--- src/rtl/stream_pkg.sv ---
// stream_pkg: shared definitions for the stream join (combine) and the
// stream splitter.
//   DEF_W / DEF_N : default lane width and lane count
//   lane()        : extracts lane i (width w) from a packed multi-lane vector.
//                   The vector is passed zero-extended to VEC_MAX_W bits and the
//                   result comes back in a LANE_MAX_W-bit container; callers
//                   size-cast on both sides.
package stream_pkg;

    localparam int DEF_W      = 8;
    localparam int DEF_N      = 2;
    localparam int LANE_MAX_W = 64;
    localparam int VEC_MAX_W  = 1024;

    function automatic logic [LANE_MAX_W-1:0] lane(
        input logic [VEC_MAX_W-1:0] vec,
        input int                   i,
        input int                   w
    );
        logic [VEC_MAX_W-1:0] shifted;
        lane    = '0;
        shifted = vec >> (i * w);
        for (int b = 0; b < LANE_MAX_W; b++) begin
            if (b < w) begin
                lane[b] = shifted[b];
            end
        end
    endfunction

endpackage

--- src/rtl/combine_slot.sv ---
// combine_slot: one-entry holding slot for a single lane of the stream join.
//   clk, rst_n : clock, asynchronous active-low reset
//   acc        : load din into the slot and mark it valid
//   clr        : empty the slot (ignored when acc is set in the same cycle,
//                so a word landing on the fire cycle survives)
//   din        : lane data in (W bits)
//   vld, dat   : slot state
module combine_slot #(
    parameter int W = 8
) (
    input  logic         clk,
    input  logic         rst_n,
    input  logic         acc,
    input  logic         clr,
    input  logic [W-1:0] din,
    output logic         vld,
    output logic [W-1:0] dat
);

    logic         vld_reg;
    logic [W-1:0] dat_reg;

    always_ff @(posedge clk or negedge rst_n) begin
        if (!rst_n) begin
            vld_reg <= 1'b0;
            dat_reg <= '0;
        end else begin
            if (acc) begin
                vld_reg <= 1'b1;
                dat_reg <= din;
            end else if (clr) begin
                vld_reg <= 1'b0;
            end
        end
    end

    assign vld = vld_reg;
    assign dat = dat_reg;

endmodule

--- src/rtl/combine.sv ---
// combine: stream join. N independent W-bit stb/rdy lanes are each captured
// in a one-entry slot; when every slot is full they leave together as one
// registered N*W-bit master beat. Beat k always holds word k of every lane.
//   clk, rst_n      : clock, asynchronous active-low reset
//   s_stb[N]        : per-lane strobe
//   s_dat[N*W]      : lane i at [i*W +: W]
//   s_rdy[N]        : per-lane ready (never depends on s_stb)
//   m_rdy           : master ready
//   m_stb, m_dat    : registered master beat, lane i at [i*W +: W]
// Build option COMBINE_FULL_RATE_EN: a lane may refill its slot in the same
// cycle the beat fires, giving one beat per cycle at the cost of an
// m_rdy -> s_rdy combinational path. Without it s_rdy is purely registered
// and sustained throughput is one beat every two cycles.
module combine
    import stream_pkg::*;
#(
    parameter int W = DEF_W,
    parameter int N = DEF_N
) (
    input  logic           clk,
    input  logic           rst_n,
    input  logic [N-1:0]   s_stb,
    input  logic [N*W-1:0] s_dat,
    output logic [N-1:0]   s_rdy,
    input  logic           m_rdy,
    output logic           m_stb,
    output logic [N*W-1:0] m_dat
);

    logic [N-1:0]   slot_vld;
    logic [N-1:0]   acc;
    logic [W-1:0]   lane_din [N];
    logic [W-1:0]   lane_dat [N];
    logic [N*W-1:0] slot_dat;
    logic           fire;
    logic           m_stb_reg;
    logic [N*W-1:0] m_dat_reg;

    // Fire once every slot holds a word and the output register is free
    // (empty, or being drained this cycle).
    assign fire = (&slot_vld) & (~m_stb_reg | m_rdy);

`ifdef COMBINE_FULL_RATE_EN
    assign s_rdy = ~slot_vld | {N{fire}};
`else
    assign s_rdy = ~slot_vld;
`endif

    assign acc = s_stb & s_rdy;

    genvar gi;
    generate
        for (gi = 0; gi < N; gi++) begin : g_lane
            assign lane_din[gi] = W'(lane(VEC_MAX_W'(s_dat), gi, W));

            combine_slot #(
                .W (W)
            ) u_slot (
                .clk   (clk),
                .rst_n (rst_n),
                .acc   (acc[gi]),
                .clr   (fire),
                .din   (lane_din[gi]),
                .vld   (slot_vld[gi]),
                .dat   (lane_dat[gi])
            );

            assign slot_dat[gi*W +: W] = lane_dat[gi];
        end
    endgenerate

    // Master register: load on fire, drop the strobe once the beat is taken
    // with nothing new behind it. m_dat simply holds otherwise.
    always_ff @(posedge clk or negedge rst_n) begin
        if (!rst_n) begin
            m_stb_reg <= 1'b0;
            m_dat_reg <= '0;
        end else begin
            if (fire) begin
                m_stb_reg <= 1'b1;
                m_dat_reg <= slot_dat;
            end else if (m_rdy) begin
                m_stb_reg <= 1'b0;
            end
        end
    end

    assign m_stb = m_stb_reg;
    assign m_dat = m_dat_reg;

endmodule

--- config.mk ---
export PLATFORM = sky130hd
export DESIGN_NAME = combine
export DESIGN_NICKNAME = d
export VERILOG_FILES = /design/src/rtl/stream_pkg.sv /design/src/rtl/combine_slot.sv /design/src/rtl/combine.sv
export SDC_FILE = /design/constraint.sdc
export NUM_CORES = 1
export LEC_CHECK = 0
export CAP_MARGIN = 25
export CORE_AREA = 10 10 75 61
export DETAILED_ROUTE_END_ITERATION = 12
export DIE_AREA = 0 0 85 71
export GPL_ROUTABILITY_DRIVEN = 0
export PLACE_DENSITY = 0.75
export SLEW_MARGIN = 20
export SYNTH_ARGS = -nofsm -noshare
export SYNTH_HDL_FRONTEND = slang
export SYNTH_SLANG_ARGS = --single-unit
--- constraint.sdc ---
create_clock -name clk -period 1.65 [get_ports clk]
set_clock_uncertainty 0.05 [all_clocks]
set_input_delay 0.33 -clock clk [delete_from_list [all_inputs] [get_ports clk]]
set_output_delay 0.33 -clock clk [all_outputs]
set_load 0.02 [all_outputs]
# Word-level counts from Yosys, hierarchy flattened
# Cells that the tools add are included.
# W data, S select, Z words.
[totals]
ff_bits = 35
input_bits = 21
elab_cells = 20
[classes]
n_bitwise = 5
reduce_logical = 4
mux = 5
[op_table]
columns = ["cell", "count"]
rows = [
  ["$reduce_bool A2 Y1", 3],
  ["$mux W1", 5],
  ["$and A2 B2 Y2", 1],
  ["$not A2 Y2", 1],
  ["$reduce_and A2 Y1", 1],
  ["$and A1 B1 Y1", 1],
  ["$not A1 Y1", 1],
  ["$or A1 B1 Y1", 1],
]

# Logic depth before layout (Yosys ltp)
[logic_depth]
word_depth = 5
ltp_mapped = 4
depth_no_buf = 3

# Hierarchy
# A second synthesis with hierarchy kept.
[unflattened]
hier_cells = 83
area_unflattened_um2 = 1456.4
[by_module_without_submodules]
columns = ["mod", "cells_each", "seq_area_each_um2", "n_inst", "area_per_inst_um2"]
rows = [
  ["combine_slot", 20, 225.2, 2, 369.1],
  ["combine", 43, 425.4, 1, 718.2],
]

# Worst setup path before layout
# No wires, ideal clock.
[synth_path]
kind = "register to register"
startpoint = "register m_stb_reg, in the netlist m_stb"
endpoint = "register m_dat_reg[0], in the netlist m_dat[0]"
setup_slack_ps = 244
arrival_time_ps = 1231
path_stages_with_launch = 4
path_buffers = 1
required_ps = 1475
period_less_slack_ps = 1406
cell_sequence = "dfrtp_1 -> a21oi_4 -> buf_12 -> mux2_4"
[synth_via]
elab_chain_cells = 3
[synth_rtl]
columns = ["item", "line", "text"]
rows = [
  ["from (decl)", "combine.sv:36", "logic m_stb_reg;"],
  ["from (signal assigned)", "combine.sv:76", "m_stb_reg <= 1'b0;"],
  ["from (signal assigned)", "combine.sv:80", "m_stb_reg <= 1'b1;"],
  ["from (signal assigned)", "combine.sv:83", "m_stb_reg <= 1'b0;"],
  ["$not A1 Y1", "combine.sv:41", "assign fire = (&slot_vld) & (~m_stb_reg | m_rdy);"],
  ["$or A1 B1 Y1", "combine.sv:41", ""],
  ["$and A1 B1 Y1", "combine.sv:41", ""],
  ["to (signal assigned)", "combine.sv:81", "m_dat_reg <= slot_dat;"],
  ["to (decl)", "combine.sv:37", "logic [N*W-1:0] m_dat_reg;"],
]
# Every way passes these cells.
# A chain may end at the register's enable or synchronous reset.

# Worst setup path after layout
[layout_path]
startpoint = "register g_lane[0].u_slot.vld_reg"
endpoint = "output s_rdy[0]"
[layout_via]
elab_chain_cells = 1
[layout_rtl]
columns = ["item", "line", "text"]
rows = [
  ["from (decl)", "combine_slot.sv:20", "logic vld_reg;"],
  ["from (signal assigned)", "combine_slot.sv:25", "vld_reg <= 1'b0;"],
  ["from (signal assigned)", "combine_slot.sv:29", "vld_reg <= 1'b1;"],
  ["from (signal assigned)", "combine_slot.sv:32", "vld_reg <= 1'b0;"],
  ["$not A2 Y2", "combine.sv:46", "assign s_rdy = ~slot_vld;"],
  ["to (decl)", "combine.sv:24", "output logic [N-1:0] s_rdy,"],
]
# Every way passes these cells.

==> summary.txt <==
CP Cell Sequence: inv_1, dlygate4sd2_1
Pins Over Slew Limit: 0
Nets: 153
number of global-route vias before repair: 977
vias per inst: 4.69
via count: 811
Post-Syn Nets: 104
Final min period: 1.50 ns
slowest CP cell: dfrtp_1
Root Driver: clkbuf_8
endpoint class of the critical path: primary output
# clock sinks: 35
drt wl/cell: 17.0 µm
remaining antenna violation count: 0
H-tree depth: 2
status: complete, no violations
simple-gate portion of the synthesized area: 2.74%
Max-Cap Viols: 0
drt initial violations: 37
critical path's top delay family: flip-flops
Starting Density: 43.1%
Netlist cell types: 12
largest family of logic cells by synthesized area: multiplexers
initial antenna violation count: 0
Port-buffer cells: 39
final worst path period share: 90.7%
GRT Resource Usage Total: 10.6%
cts bufs inserted: 5
Syn Area/Cell: 16.5 µm²
Final Hold Vio Count: 0
r2r setup slk: 0.28 ns
total routed wirelength: 2940 µm
Reg clk slew, reported paths: 0.07 ns
Max-slew headroom: 70.0%
multiplexer share of the synthesized area: 28.5%
synthesized instance count: 83
# rows: 18
Post-Synth Adder-Cell Area: 0%
Reg area: 876 µm²
I/O pins: 40
Fillers: 255
worst setup path class: flop to primary output
Skew-Pair Late Insertion Delay: 0.28 ns
Synth Area in XOR/XNOR: 0%
CP max FO: 4
sequential share of the synthesized area: 63.9%
DRT Pass-1 Iters: 2
CORE AREA: 3180 µm²
Final Non-Filler Cells: 173
Power Dens Cells: 2060 nW/µm²
area delta synth->final: 42.2%
CP required: 1.27 ns
Multi-input gate area: 449 µm²
cell area after synthesis: 1370 µm²
DR DRC count: 0
share of post-route cells with drive strength above 1: 36.1%
final setup vio count: 0
CTS tree: yes
die area: 6040 µm²
Yosys warning count: 0
Finished Cell Area: 1950 µm²
Post-DP Area: 1840 µm²
Worst Tran Pin Value: 0.449 ns
Worst Path Buf+Inv: 2
diodes inserted: 0
Max IR drop VDD: 0.897 mV
Die Y: 71 µm
Synth Area in Compound Gates: 1.55%
Leakage: 0.950 nW
Startpoint Class: flop
detailed placer's ending HPWL: 2210 µm
max incr delay on CP: 0.42 ns
CP arrival: 1.12 ns
maximum root-to-sink buffer count: 2
Max Fclk: 668 MHz
largest net degree at the start of global routing: 36
Hold Crit Class: input port to asynchronous set/reset pin
unrepaired setup endpoints after global routing: no
Yosys reg bits: 35
die width: 85 µm
Placed Cells incl. Taps: 165
Congestion Overflow GR: 0
first-pass GRT wire length: 5090 µm
-- stage by stage --
step	power (mW)	utilization [%]	hold slack, ns	setup WS (ns)	TNS [ns]
finish	4.02	61.3	0.412	0.153	0
global route	4.27	61.3	0.454	0.109	0
CTS	4.10	60.6	0.422	0.00134	0
detailed placement	3.51	57.9	0.440	-0.0943	-1.15
global placement	3.43	57.9	0.433	-0.0737	-0.795
floorplan	2.70	-	-0.0156	0.244	0
-- worst paths after layout --
| path | endpoint | start | cells after the start |
|---|---|---|---|
| max in group asynchronous | g_lane[1].u_slot.dat[0]$_DFFE_PN0P_ | rst_n | 2 |
| hold / removal | m_dat[0]$_DFFE_PN0P_ | rst_n | 2 |
| hold reg to reg | m_dat[6]$_DFFE_PN0P_ | m_dat[6]$_DFFE_PN0P_ | 1 |
| min in group clk | m_dat[6]$_DFFE_PN0P_ | m_dat[6]$_DFFE_PN0P_ | 1 |
| setup / recovery | s_rdy[0] | g_lane[0].u_slot.vld$_DFFE_PN0P_ | 2 |
| setup reg to reg | m_dat[5]$_DFFE_PN0P_ | g_lane[0].u_slot.vld$_DFFE_PN0P_ | 4 |
-- per-layer routing --
| metal | track usage, % | vias to the layer above | share of wire [%] |
|---|---|---|---|
| met5 | 0 | - | 0 |
| met4 | 4.93 | 0 | 1.6 |
| met3 | 5.26 | 5 | 8.4 |
| met2 | 15.1 | 29 | 44 |
| met1 | 13.1 | 400 | 46 |
| li1 | - | 377 | - |
-- cells by family after synthesis --
group / count (synthesis)
DFF: 35
muxes: 32
and+or+nand+nor: 7
buffers and inverters: 7
AOI/OAI and AO/OA: 2
-- cell usage in the layout, fill, tap and decap left out --
cell / count
dfrtp_1: 35
mux2_2: 24
clkdlybuf4s50_1: 20
dlygate4sd2_1: 10
dlymetal6s2s_1: 9
mux2_4: 8
clkbuf_8: 7
buf_4: 5
inv_1: 4
nor2_1: 4
nand2_2: 1
a21oi_4: 1
and2b_2: 1
and2b_1: 1
o21ai_0: 1
clkbuf_1: 1
buf_12: 1
-- cells in the mapped netlist --
cell type,n,area (µm²)
a21oi_4,1,16.3
and2b_1,1,7.51
and2b_2,1,8.76
buf_12,1,20.0
buf_2,2,10.0
dfrtp_1,35,876
inv_1,4,15.0
mux2_2,24,270
mux2_4,8,120
nand2_2,1,6.26
nor2_1,4,15.0
o21ai_0,1,5.00
-- cell type report --
type                            instances  area share [%]
Sequential cell                        35            45.0
Timing Repair Buffer                   45            23.5
Multi-Input combinational cell         41            23.1
Clock buffer                            8            5.14
Tap cell                               40            2.57
Inverter                                4           0.771
-- report_power, final --
| group | internal (mW) | total (mW) | switching, mW | leakage [nW] |
|---|---|---|---|---|
| registers | 1.31 | 1.56 | 0.252 | 0.410 |
| clock network | 0.381 | 0.674 | 0.293 | 0.0515 |
| logic | 1.01 | 1.78 | 0.768 | 0.488 |
| total | 2.70 | 4.02 | 1.31 | 0.950 |
-- what timing repair did --
action,in CTS,in global routing
endpoints found under the setup margin,10,9
hold buffers,0,0
gates cloned,0,0
gates resized for setup,10,9
buffers inserted,0,0
No activity file was read; power rests on OpenSTA's default activity.
